==> src/rtl/fft8_pkg.sv <==
// Shared constants, FSM state encoding and complex sample layout for the 8-point FFT framing logic.
package fft8_pkg;

    localparam int unsigned FFT_N = 8;
    localparam int unsigned CW    = 32;
    localparam int unsigned IDX_W = $clog2(FFT_N);

    typedef enum logic [1:0] {
        LOAD  = 2'd0,
        WAIT  = 2'd1,
        DRAIN = 2'd2
    } fft8_state_e;

    // Real part in the upper half, imaginary part in the lower half.
    typedef struct packed {
        logic [CW/2-1:0] re;
        logic [CW/2-1:0] im;
    } cplx_t;

endpackage

==> src/rtl/fft8_frame_buf.sv <==
// Eight-entry bin buffer: the whole FFT result is written in one cycle and read back one bin at a time.
module fft8_frame_buf
    import fft8_pkg::*;
#(
    parameter int unsigned DW = 32
) (
    input  logic                  clk,
    input  logic                  rst_n,
    input  logic                  wr_en,
    input  logic [FFT_N*DW-1:0]   wr_data,
    input  logic [IDX_W-1:0]      rd_idx,
    output logic [DW-1:0]         rd_data_c
);

    logic [FFT_N-1:0][DW-1:0] mem_q;

    always_ff @(posedge clk or negedge rst_n) begin
        if (!rst_n) begin
            mem_q <= '0;
        end else if (wr_en) begin
            mem_q <= wr_data;
        end
    end

    assign rd_data_c = mem_q[rd_idx];

endmodule

==> src/rtl/fft8_frame_ctrl.sv <==
// Frames a sample stream into 8-sample blocks for an external FFT core and streams the 8 bins back out.
// Define FFT8_FRAME_CTRL_STATS_EN to add the frame_cnt and overrun status outputs.
module fft8_frame_ctrl
    import fft8_pkg::*;
#(
    parameter int          FFT_LAT = 4,
    parameter int unsigned CW      = fft8_pkg::CW
) (
    input  logic                  clk,
    input  logic                  rst_n,
    input  logic                  s_valid,
    output logic                  s_ready,
    input  logic [CW-1:0]         s_data,
    output logic                  m_valid,
    input  logic                  m_ready,
    output logic [CW-1:0]         m_data,
    output logic                  m_last,
    output logic [FFT_N*CW-1:0]   core_in,
    input  logic [FFT_N*CW-1:0]   core_out,
`ifdef FFT8_FRAME_CTRL_STATS_EN
    output logic [15:0]           frame_cnt,
    output logic                  overrun,
`endif
    output logic                  busy
);

    if (FFT_LAT < 1) begin : g_lat_chk
        $error("fft8_frame_ctrl: FFT_LAT must be at least 1");
    end

    localparam int unsigned TW = (FFT_LAT < 2) ? 1 : $clog2(FFT_LAT + 1);

    fft8_state_e            state_q;
    logic [IDX_W-1:0]       cnt_q;
    logic [IDX_W-1:0]       idx_q;
    logic [TW-1:0]          timer_q;
    logic [FFT_N*CW-1:0]    core_in_q;
    logic                   s_ready_q;
    logic                   m_valid_q;
    logic                   m_last_q;
    logic                   busy_q;
    logic [CW-1:0]          m_data_q;

    logic                   s_acc_c;
    logic                   m_acc_c;
    logic                   cap_c;
    logic [IDX_W-1:0]       idx_nxt_c;
    logic [CW-1:0]          buf_rd_c;

    assign s_acc_c   = s_valid && s_ready_q;
    assign m_acc_c   = m_valid_q && m_ready;
    assign cap_c     = (state_q == WAIT) && (timer_q == TW'(1));
    assign idx_nxt_c = idx_q + IDX_W'(1);

    // The buffer is read one bin ahead so m_data can be registered on each handshake.
    fft8_frame_buf #(
        .DW (CW)
    ) u_buf (
        .clk       (clk),
        .rst_n     (rst_n),
        .wr_en     (cap_c),
        .wr_data   (core_out),
        .rd_idx    (idx_nxt_c),
        .rd_data_c (buf_rd_c)
    );

    always_ff @(posedge clk or negedge rst_n) begin
        if (!rst_n) begin
            state_q   <= LOAD;
            cnt_q     <= '0;
            idx_q     <= '0;
            timer_q   <= '0;
            core_in_q <= '0;
            s_ready_q <= 1'b1;
            m_valid_q <= 1'b0;
            m_last_q  <= 1'b0;
            busy_q    <= 1'b0;
            m_data_q  <= '0;
        end else begin
            case (state_q)
                LOAD: begin
                    if (s_acc_c) begin
                        core_in_q[CW*cnt_q +: CW] <= s_data;
                        cnt_q <= cnt_q + IDX_W'(1);
                        if (cnt_q == IDX_W'(FFT_N - 1)) begin
                            state_q   <= WAIT;
                            cnt_q     <= '0;
                            timer_q   <= TW'(FFT_LAT);
                            s_ready_q <= 1'b0;
                            busy_q    <= 1'b1;
                        end
                    end
                end
                WAIT: begin
                    timer_q <= timer_q - TW'(1);
                    // Bin 0 bypasses the buffer since it is being written this same edge.
                    if (cap_c) begin
                        state_q   <= DRAIN;
                        m_valid_q <= 1'b1;
                        m_data_q  <= core_out[CW-1:0];
                        m_last_q  <= 1'b0;
                    end
                end
                DRAIN: begin
                    if (m_acc_c) begin
                        if (idx_q == IDX_W'(FFT_N - 1)) begin
                            state_q   <= LOAD;
                            idx_q     <= '0;
                            m_valid_q <= 1'b0;
                            m_data_q  <= '0;
                            m_last_q  <= 1'b0;
                            s_ready_q <= 1'b1;
                            busy_q    <= 1'b0;
                        end else begin
                            idx_q    <= idx_nxt_c;
                            m_data_q <= buf_rd_c;
                            m_last_q <= (idx_nxt_c == IDX_W'(FFT_N - 1));
                        end
                    end
                end
                default: begin
                    state_q <= LOAD;
                end
            endcase
        end
    end

    assign s_ready = s_ready_q;
    assign m_valid = m_valid_q;
    assign m_data  = m_data_q;
    assign m_last  = m_last_q;
    assign core_in = core_in_q;
    assign busy    = busy_q;

`ifdef FFT8_FRAME_CTRL_STATS_EN
    logic [15:0] frame_cnt_q;
    logic        overrun_q;

    // Frame counter wraps naturally; overrun is sticky until reset.
    always_ff @(posedge clk or negedge rst_n) begin
        if (!rst_n) begin
            frame_cnt_q <= '0;
            overrun_q   <= 1'b0;
        end else begin
            if (m_acc_c && m_last_q) begin
                frame_cnt_q <= frame_cnt_q + 16'd1;
            end
            if (s_valid && !s_ready_q) begin
                overrun_q <= 1'b1;
            end
        end
    end

    assign frame_cnt = frame_cnt_q;
    assign overrun   = overrun_q;
`endif

endmodule
==> config.mk <==
export PLATFORM = sky130hd
export DESIGN_NAME = fft8_frame_ctrl
export DESIGN_NICKNAME = d
export VERILOG_FILES = /design/src/rtl/fft8_pkg.sv /design/src/rtl/fft8_frame_buf.sv /design/src/rtl/fft8_frame_ctrl.sv
export SDC_FILE = /design/constraint.sdc
export NUM_CORES = 1
export LEC_CHECK = 0
export ABC_AREA = 1
export BUFFER_PORTS_ARGS = -buffer_cell sky130_fd_sc_hd__buf_2
export CAP_MARGIN = 20
export CORE_MARGIN = 5
export CORE_UTILIZATION = 35
export CTS_CLUSTER_DIAMETER = 50
export DETAILED_ROUTE_END_ITERATION = 8
export HOLD_SLACK_MARGIN = 0.08
export PLACE_DENSITY_LB_ADDON = 0.15
export SYNTH_ARGS = -nofsm -noshare
export SYNTH_HDL_FRONTEND = slang
export SYNTH_SLANG_ARGS = --single-unit
==> constraint.sdc <==
create_clock -name clk -period 7.1 [get_ports clk]
set_clock_uncertainty 0.2 [all_clocks]
set_input_delay 1.065 -clock clk [delete_from_list [all_inputs] [get_ports clk]]
set_output_delay 1.065 -clock clk [all_outputs]
set_load 0.02 [all_outputs]
==> results_dict.tcl, run 1 <==
set metrics [dict create \
    crit_fanout 73 \
    ys_seq_area_share_pct 56.68 \
    setup_viol 0 \
    antenna_found_initial 24 \
    min_period_ns 3.602 \
    synth-compound-area-share_pct 10.93 \
    grt_overflow 0 \
    ant_nets 0 \
    clk_latency_ns 0.61 \
    grtUsageMet3_pct 5.937 \
    rsz0062_at_grt "false" \
    status "finished, final reports clean" \
    hpwlAfterDp_um 66490 \
    whs_ns 0.2263 \
    ioPinCount 584 \
    crit_path_start_kind "flop" \
    grt_use_total_pct 23.77 \
    ys_ff_latch 559 \
    crit_type "flop to flop" \
    grt_pass1_vias 22013 \
    dieArea_mm2 0.07594 \
    total_power_mw 7.488 \
    coreArea_mm2 0.07003 \
    drv_cap 0 \
    gp_congestion 0.8884 \
    cp.arrival_ns 3.92 \
    drc 0 \
    synth_cells 2961 \
    synth_warnings 0 \
    maxSlewHeadroom_pct 27.62 \
    cts_resized 0 \
    routed_wirelength_um 93030 \
    grt.met1_usage_pct 28.26 \
    required_ns 7.41 \
    synth_top_area_share_pct 56.57 \
    cts_tree "done" \
    clk_pin_slew_worst_paths_ns 0.06 \
    min_period_over_period_pct 50.73 \
    root_buffer "clkbuf_16" \
    yosysTopAreaCell "dfrtp_1" \
    fin_tns_setup_ns 0 \
    drive_gt1_share_pct 22.78 \
    ir_drop_mv 0.1428 \
    grt-busiest-layer "met2" \
    clkSinkCount 559 \
    met2_usage_pct 41.64 \
    placement.io_buffers 583 \
    worstMarginPinSlew_ns 1.077 \
    dr.pass1.iters 5 \
    drv_slew 0 \
    rows 97 \
    via_per_inst 4.899 \
    final_cell_mix "nand2_1, buf_2, dfrtp_1" \
    synth_xor_area_share_pct 0 \
    grt_start_max_net_pins 140 \
    hold_path_class "primary input to async pin" \
    cts_buffer_depth 3 \
    h-tree-depth 3 \
    start_util_pct 35.25 \
    grt_first_pass_wirelength_um 137600 \
    synth-simple-area-share_pct 22.34 \
    nets 3760 \
    numCtsBuffers 75 \
    cts_hold_buf 0 \
    syn-cell-area_mm2 0.02468 \
    syn_to_final_growth_pct 25.20 \
    synthAdderAreaFrac_pct 0.5069 \
    end_kind "flop" \
    dr_total_vias 21886 \
    synth_top_family_by_area "simple AND/OR/NAND/NOR gates" \
    hold_violations 0 \
    syn_nets 3263 \
    synth_area_per_cell_um2 8.336 \
    wire_per_inst_um 20.83 \
    post_cts_buffers 0 \
    synth.area.top_cells "dfrtp_1, nand2_1, a21oi_1" \
    die_y_um 275.6 \
    leakage_nw 16.40 \
    synth.distinct_cells 30 \
    fmaxAchievable_mhz 277.6 \
    die_w_um 275.6 \
    final.fill_count 7209 \
    synthMuxAreaShare_pct 1.460 \
    initialDrtViolationCount 1609 \
    p_per_area_mw_per_mm2 242.3 \
]
[cell families after synthesis]
logic type | count (synthesis)
adder cells (fa/ha/maj) | 10
AND/OR/NAND/NOR | 1338
flip-flops | 559
AO/OA/AOI/OAI | 526
multiplexers | 32
buffers and inverters | 496
[cells in the mapped netlist]
cell,instances
o21ai_1,95
buf_2,61
nor3_2,1
nor3_4,1
o22ai_1,1
nor3_1,51
nand3b_1,2
nor2_2,3
nor2_1,413
a21oi_2,1
buf_1,11
nand3_1,265
nand3_2,1
buf_4,13
inv_2,4
o31ai_1,23
o32ai_1,1
o21ai_0,58
dfrtp_1,558
nor2_4,4
dfstp_2,1
ha_1,10
nand4_1,9
nand2_1,586
nand2_2,2
a21oi_1,347
inv_1,295
buf_6,1
clkbuf_1,111
mux2_2,32
[critical path: stages (launching register included)]
cell and delay, ns:
dfrtp_4 0.99, inv_4 0.39, ha_4 0.63, buf_4 0.71, nand3_1 0.15, nand3_1 0.12
nand3_1 0.07, a21oi_1 0.19
[flip-flops by register name, summed over array words and instances (netlist names)]
register / count
core_in: 256
u_buf.mem_q: 256
m_data: 32
cnt_q: 3
idx_q: 3
timer_q: 3
state_q: 2
busy: 1
m_last: 1
m_valid: 1
s_ready: 1
[layout make-up]
| type | instances | area (um2) | area share [%] |
|---|---|---|---|
| clock buffers | 100 | 2145 | 6.940 |
| inverters | 299 | 1125 | 3.640 |
| well taps | 940 | 1176 | 3.806 |
| flip-flops and latches | 559 | 13990 | 45.29 |
| diodes | 11 | 27.53 | 0.08907 |
| repair buffers | 617 | 3266 | 10.57 |
| clock inverters | 35 | 410.4 | 1.328 |
| multi-input cells | 1906 | 8760 | 28.35 |
[power breakdown]
group	leakage, nW	total [mW]	internal, mW	switching [mW]
clock	1.24	3.87	2.36	1.51
sequential	7.13	3.28	3.26	0.0203
combinational	8.03	0.337	0.116	0.221
[routing by layer]
metal  vias up  share of wire (%)
met5         -               0.18
met4        22                3.9
met3       170                7.3
met2       678                 50
met1     10516                 39
li1      10500                  -
[path summary, 6_finish.rpt]
check,cells past startpoint,slack [ns],endpoint,from
worst max-delay path,7,3.50,m_data[18]$_DFFE_PN0P_,idx_q[0]$_DFFE_PN0P_
worst min-delay path,1,0.23,core_in[165]$_DFFE_PN0P_,rst_n
worst max register to register,7,3.50,m_data[18]$_DFFE_PN0P_,idx_q[0]$_DFFE_PN0P_
worst min register to register,2,0.26,core_in[222]$_DFFE_PN0P_,core_in[222]$_DFFE_PN0P_
max in group asynchronous,2,5.11,u_buf.mem_q[196]$_DFFE_PN0P_,rst_n
min in group clk,2,0.26,core_in[222]$_DFFE_PN0P_,core_in[222]$_DFFE_PN0P_
[through the flow]
step	setup slack [ns]	util, %	instances	cell area (um2)
after floorplan	4.611	-	2961	24680
after CTS	3.387	44.06	4455	30860
after detailed placement	3.118	40.41	4320	28300
after global placement	3.178	40.35	4318	28250
after global routing	3.239	44.10	4459	30880
final	3.498	44.13	4467	30900
Note: power is estimated with default switching activity, not from simulation.
==> run 2: changes to the inputs <==
==> constraint.sdc (replaced) <==
create_clock -name clk -period 3.56 [get_ports clk]
set_clock_uncertainty 0.2 [all_clocks]
set_input_delay 0.534 -clock clk [delete_from_list [all_inputs] [get_ports clk]]
set_output_delay 0.534 -clock clk [all_outputs]
set_load 0.02 [all_outputs]
==> results_dict.tcl, run 2 (same netlist as run 1, synthesis figures left out) <==
set metrics [dict create \
    fmaxAchievable_mhz 390.9 \
    hpwlAfterDp_um 65290 \
    rsz0062_at_grt "false" \
    grt_start_max_net_pins 158 \
    leakage_nw 17.89 \
    post_cts_buffers 0 \
    total_power_mw 15.60 \
    grtUsageMet3_pct 5.155 \
    placement.io_buffers 583 \
    clk_latency_ns 0.61 \
    ioPinCount 584 \
    final_cell_mix "nand2_1, buf_2, dfrtp_1" \
    required_ns 3.90 \
    antenna_found_initial 9 \
    ir_drop_mv 0.3132 \
    wire_per_inst_um 19.80 \
    start_util_pct 35.25 \
    coreArea_mm2 0.07003 \
    numCtsBuffers 80 \
    routed_wirelength_um 94970 \
    grt_first_pass_wirelength_um 141500 \
    slowest_delay_ns 0.42 \
    die_w_um 275.6 \
    critical_path_buf_inv_count 3 \
    grt_pass1_vias 23291 \
    h-tree-depth 3 \
    met2_usage_pct 42.94 \
    cts_buffer_depth 3 \
    die_y_um 275.6 \
    hold_violations 0 \
    cp.arrival_ns 2.89 \
    final.fill_count 6985 \
    ant_nets 0 \
    drv_cap 0 \
    grt_overflow 0 \
    dr.pass1.iters 5 \
    worstMarginPinSlew_ns 0.8378 \
    dr_total_vias 22935 \
    crit_path_start_kind "flop" \
    crit_fanout 26 \
    drc 0 \
    nets 4086 \
    drv_slew 0 \
    min_period_over_period_pct 71.86 \
    cts_resized 0 \
    crit_family "simple AND/OR/NAND/NOR gates" \
    gp_congestion 0.8487 \
    multi_input_area_mm2 0.008760 \
    hold_path_class "primary input to flop" \
    dieArea_mm2 0.07594 \
    status "finished, final reports clean" \
    crit_type "flop to flop" \
    via_per_inst 4.782 \
    ff_latch_area_mm2 0.01399 \
    initialDrtViolationCount 1465 \
    rows 97 \
    setup_viol 0 \
    min_period_ns 2.558 \
    grt.met1_usage_pct 29.24 \
    end_kind "flop" \
    cts_tree "done" \
    fin_util_pct 48.95 \
    root_buffer "clkbuf_16" \
    drive_gt1_share_pct 21.93 \
    p_per_area_mw_per_mm2 455.0 \
    maxSlewHeadroom_pct 43.72 \
    grt-busiest-layer "met2" \
    fin_tns_setup_ns 0 \
    clkSinkCount 559 \
    syn_to_final_growth_pct 38.88 \
    grt_use_total_pct 24.28 \
    cp_slowest_cell "nand2_1" \
    cp_cell_sequence "inv_1, ha_1, inv_2, nor3_2, nand2_1, nor2_4, buf_4, nor2_1, a21oi_1" \
    clk_pin_slew_worst_paths_ns 0.05 \
]
[run 2: routing by layer]
layer  part of all wire, %  wire, um
met1                    39     37130
met2                    50     47610
met3                   7.3      6908
met4                   3.4      3275
met5                 0.041        39
[run 2: path summary, 6_finish.rpt]
kind                                     startpoint                       end  slack, ns  depth (start not counted)
max                            cnt_q[1]$_DFFE_PN0P_   core_in[40]$_DFFE_PN0P_       1.00                          9
min                                      s_data[29]   core_in[29]$_DFFE_PN0P_       0.11                          3
max reg2reg                    cnt_q[1]$_DFFE_PN0P_   core_in[40]$_DFFE_PN0P_       1.00                          9
min reg2reg                core_in[217]$_DFFE_PN0P_  core_in[217]$_DFFE_PN0P_       0.27                          2
max in group asynchronous                     rst_n    m_data[26]$_DFFE_PN0P_       1.84                          3
min in group asynchronous                     rst_n   core_in[58]$_DFFE_PN0P_       0.35                          2
[run 2: power by group]
| part | total, mW | internal [mW] | leakage (nW) | switching (mW) |
|---|---|---|---|---|
| Combinational | 0.963 | 0.460 | 9.43 | 0.503 |
| Clock | 8.09 | 4.96 | 1.33 | 3.13 |
| Sequential | 6.55 | 6.50 | 7.13 | 0.0414 |
| Total | 15.6 | 11.9 | 17.9 | 3.68 |
[run 2: through the flow]
stage | setup WS [ns] | hold WS [ns] | instances | cell area (um2)
finish | 1.002 | 0.1052 | 4796 | 34280
global route | 0.8087 | 0.08858 | 4792 | 34270
CTS | 1.003 | 0.08192 | 4788 | 34260
detailed placement | 1.020 | 0.2574 | 4355 | 28670
global placement | 1.048 | 0.2577 | 4355 | 28670
floorplan | 1.071 | 0.03841 | 2961 | 24680
[run 2: repair_timing]
| item | CTS | global route |
|---|---|---|
| setup endpoints to repair | 0 | 0 |
| hold buffers | 287 | 0 |
| endpoints found under the hold margin | 382 | 0 |
[run 2: area by class of cell]
class | count | share of cell area [%]
antenna | 8 | 0.05840
clock buffer | 107 | 6.610
clock inverter | 39 | 1.325
inverter | 299 | 3.281
multi-input combinational | 1906 | 25.55
sequential | 559 | 40.82
tap | 940 | 3.431
timing repair buffer | 938 | 18.92
[run 2: tightest hold or removal path, cell delays in order]
cell	delay, ns
buf_2	0.18
inv_1	0.09
a21oi_1	0.06
==> run 3: changes to the inputs <==
==> constraint.sdc (replaced) <==
create_clock -name clk -period 2.5 [get_ports clk]
set_clock_uncertainty 0.2 [all_clocks]
set_input_delay 0.375 -clock clk [delete_from_list [all_inputs] [get_ports clk]]
set_output_delay 0.375 -clock clk [all_outputs]
set_load 0.02 [all_outputs]
==> results_dict.tcl, run 3 (same netlist as run 1, synthesis figures left out) <==
set metrics [dict create \
    status "finished, final reports clean" \
    ant_nets 0 \
    setup_slack_ns 0.2327 \
    cp_slowest_cell "dfrtp_1" \
    routed_wirelength_um 97120 \
    ff_latch_area_mm2 0.01399 \
    slowest_delay_ns 0.36 \
    root_buffer "clkbuf_16" \
    hpwlAfterDp_um 68820 \
    r2r-start "timer_q[1]$_DFFE_PN0P_" \
    critical_path_buf_inv_count 4 \
    leakage_nw 18.07 \
    worstMarginPinSlew_ns 0.6807 \
    dp_slack_ns 0.2379 \
    ioPinCount 584 \
    die_y_um 275.6 \
    gp_congestion 0.8324 \
    p_per_area_mw_per_mm2 623.9 \
    maxSlewHeadroom_pct 54.27 \
    crit_end "u_buf.mem_q[194]$_DFFE_PN0P_" \
    final_cell_mix "nand2_1, buf_2, dfrtp_1" \
    syn_to_final_growth_pct 40.62 \
    hold_violations 0 \
    clkSinkCount 559 \
    r2r_slack_ns 0.23 \
    final.fill_count 6870 \
    numCtsBuffers 77 \
    fin_tns_setup_ns 0 \
    multi_input_area_mm2 0.008760 \
    antenna_found_initial 12 \
    drive_gt1_share_pct 22.50 \
    wire_per_inst_um 20.13 \
    crit_family "simple AND/OR/NAND/NOR gates" \
    crit_cells 9 \
    drc 0 \
    cp_cell_sequence "inv_1, ha_1, inv_1, nor2_1, nand2_4, buf_12, buf_12, nor2_1, a21oi_1" \
    h-tree-depth 3 \
    grt_pass1_vias 23517 \
    grt_overflow 0 \
    required_ns 2.77 \
    cts_tree "done" \
    cts_resized 0 \
    r2r-end "u_buf.mem_q[194]$_DFFE_PN0P_" \
    dieArea_mm2 0.07594 \
    hold_path_class "primary input to async pin" \
    crit_path_start "timer_q[1]$_DFFE_PN0P_" \
    clk_latency_ns 0.60 \
    crit_type "flop to flop" \
    nets 4116 \
    cts_buffer_depth 3 \
    min_period_ns 2.267 \
    setup_viol 0 \
    post_cts_buffers 0 \
    whs_ns 0.1341 \
    initialDrtViolationCount 1297 \
    rows 97 \
    ir_drop_mv 0.3661 \
    clk_pin_slew_worst_paths_ns 0.06 \
    min_period_over_period_pct 90.69 \
    grt_first_pass_wirelength_um 143900 \
    grt_use_total_pct 24.86 \
    via_per_inst 4.834 \
    dr.pass1.iters 6 \
    drv_cap 0 \
    rr_worst_depth 9 \
    grt_start_max_net_pins 102 \
    dr_total_vias 23326 \
    fmaxAchievable_mhz 441.0 \
    die_w_um 275.6 \
    end_kind "flop" \
    fin_util_pct 49.56 \
    rsz0062_at_grt "false" \
    start_util_pct 35.25 \
    cp.arrival_ns 2.54 \
    crit_path_start_kind "flop" \
    drv_slew 0 \
    coreArea_mm2 0.07003 \
    cts_hold_buf 291 \
    crit_fanout 88 \
    placement.io_buffers 583 \
]
[run 3: cell types whose count changed in the layout (fill, tap and decap cells not counted), sizes merged]
cell	delta
clkbuf	-7
clkinvlp	+6
buf	+29
bufinv	-4
diode	+1
dlygate4sd3	+4
[run 3: metrics by stage]
step / instances / area (um2) / power, mW
CTS: 4816 / 34690 / 21.89
finish: 4825 / 34710 / 21.65
global placement: 4384 / 29200 / 10.53
global route: 4822 / 34700 / 22.45
floorplan: 2961 / 24680 / 9.796
detailed placement: 4384 / 29200 / 10.54
[run 3: how the worst min path moves through the flow]
stage,end,slack [ns],depth (start not counted)
floorplan,busy$_DFFE_PN0P_,-0.12,0
global placement,core_in[44]$_DFFE_PN0P_,0.17,1
detailed placement,core_in[44]$_DFFE_PN0P_,0.18,1
CTS,core_in[44]$_DFFE_PN0P_,0.12,2
global route,core_in[109]$_DFFE_PN0P_,0.15,2
finish,core_in[44]$_DFFE_PN0P_,0.13,2
[run 3: per-layer routing]
layer	vias to the layer above	routed length [um]	track usage (%)
li1	11219	-	-
met1	11216	36660	28.70
met2	703	49570	44.69
met3	182	6701	5.502
met4	6	4139	10.12
met5	-	42	0
[run 3: where the power goes]
part           switching [mW]  total, mW  internal, mW
logic                   0.743       1.41         0.662
registers              0.0614       9.32          9.26
clock network            4.44       10.9          6.49
total                    5.25       21.7          16.4
[run 3: area by class of cell]
| class | count | share of cell area, % |
|---|---|---|
| tap | 940 | 3.388 |
| inverter | 299 | 3.241 |
| multi-input combinational | 1906 | 25.24 |
| antenna | 9 | 0.06489 |
| clock inverter | 41 | 1.117 |
| sequential | 559 | 40.32 |
| clock buffer | 100 | 6.301 |
| timing repair buffer | 971 | 20.33 |
[run 3: worst register-to-register path: stages (launching register included)]
cell and delay (ns):
dfrtp_1 0.36, inv_1 0.09, ha_1 0.14, inv_1 0.03, nor2_1 0.35, nand2_4 0.23
buf_12 0.29, buf_12 0.28, nor2_1 0.12, a21oi_1 0.04
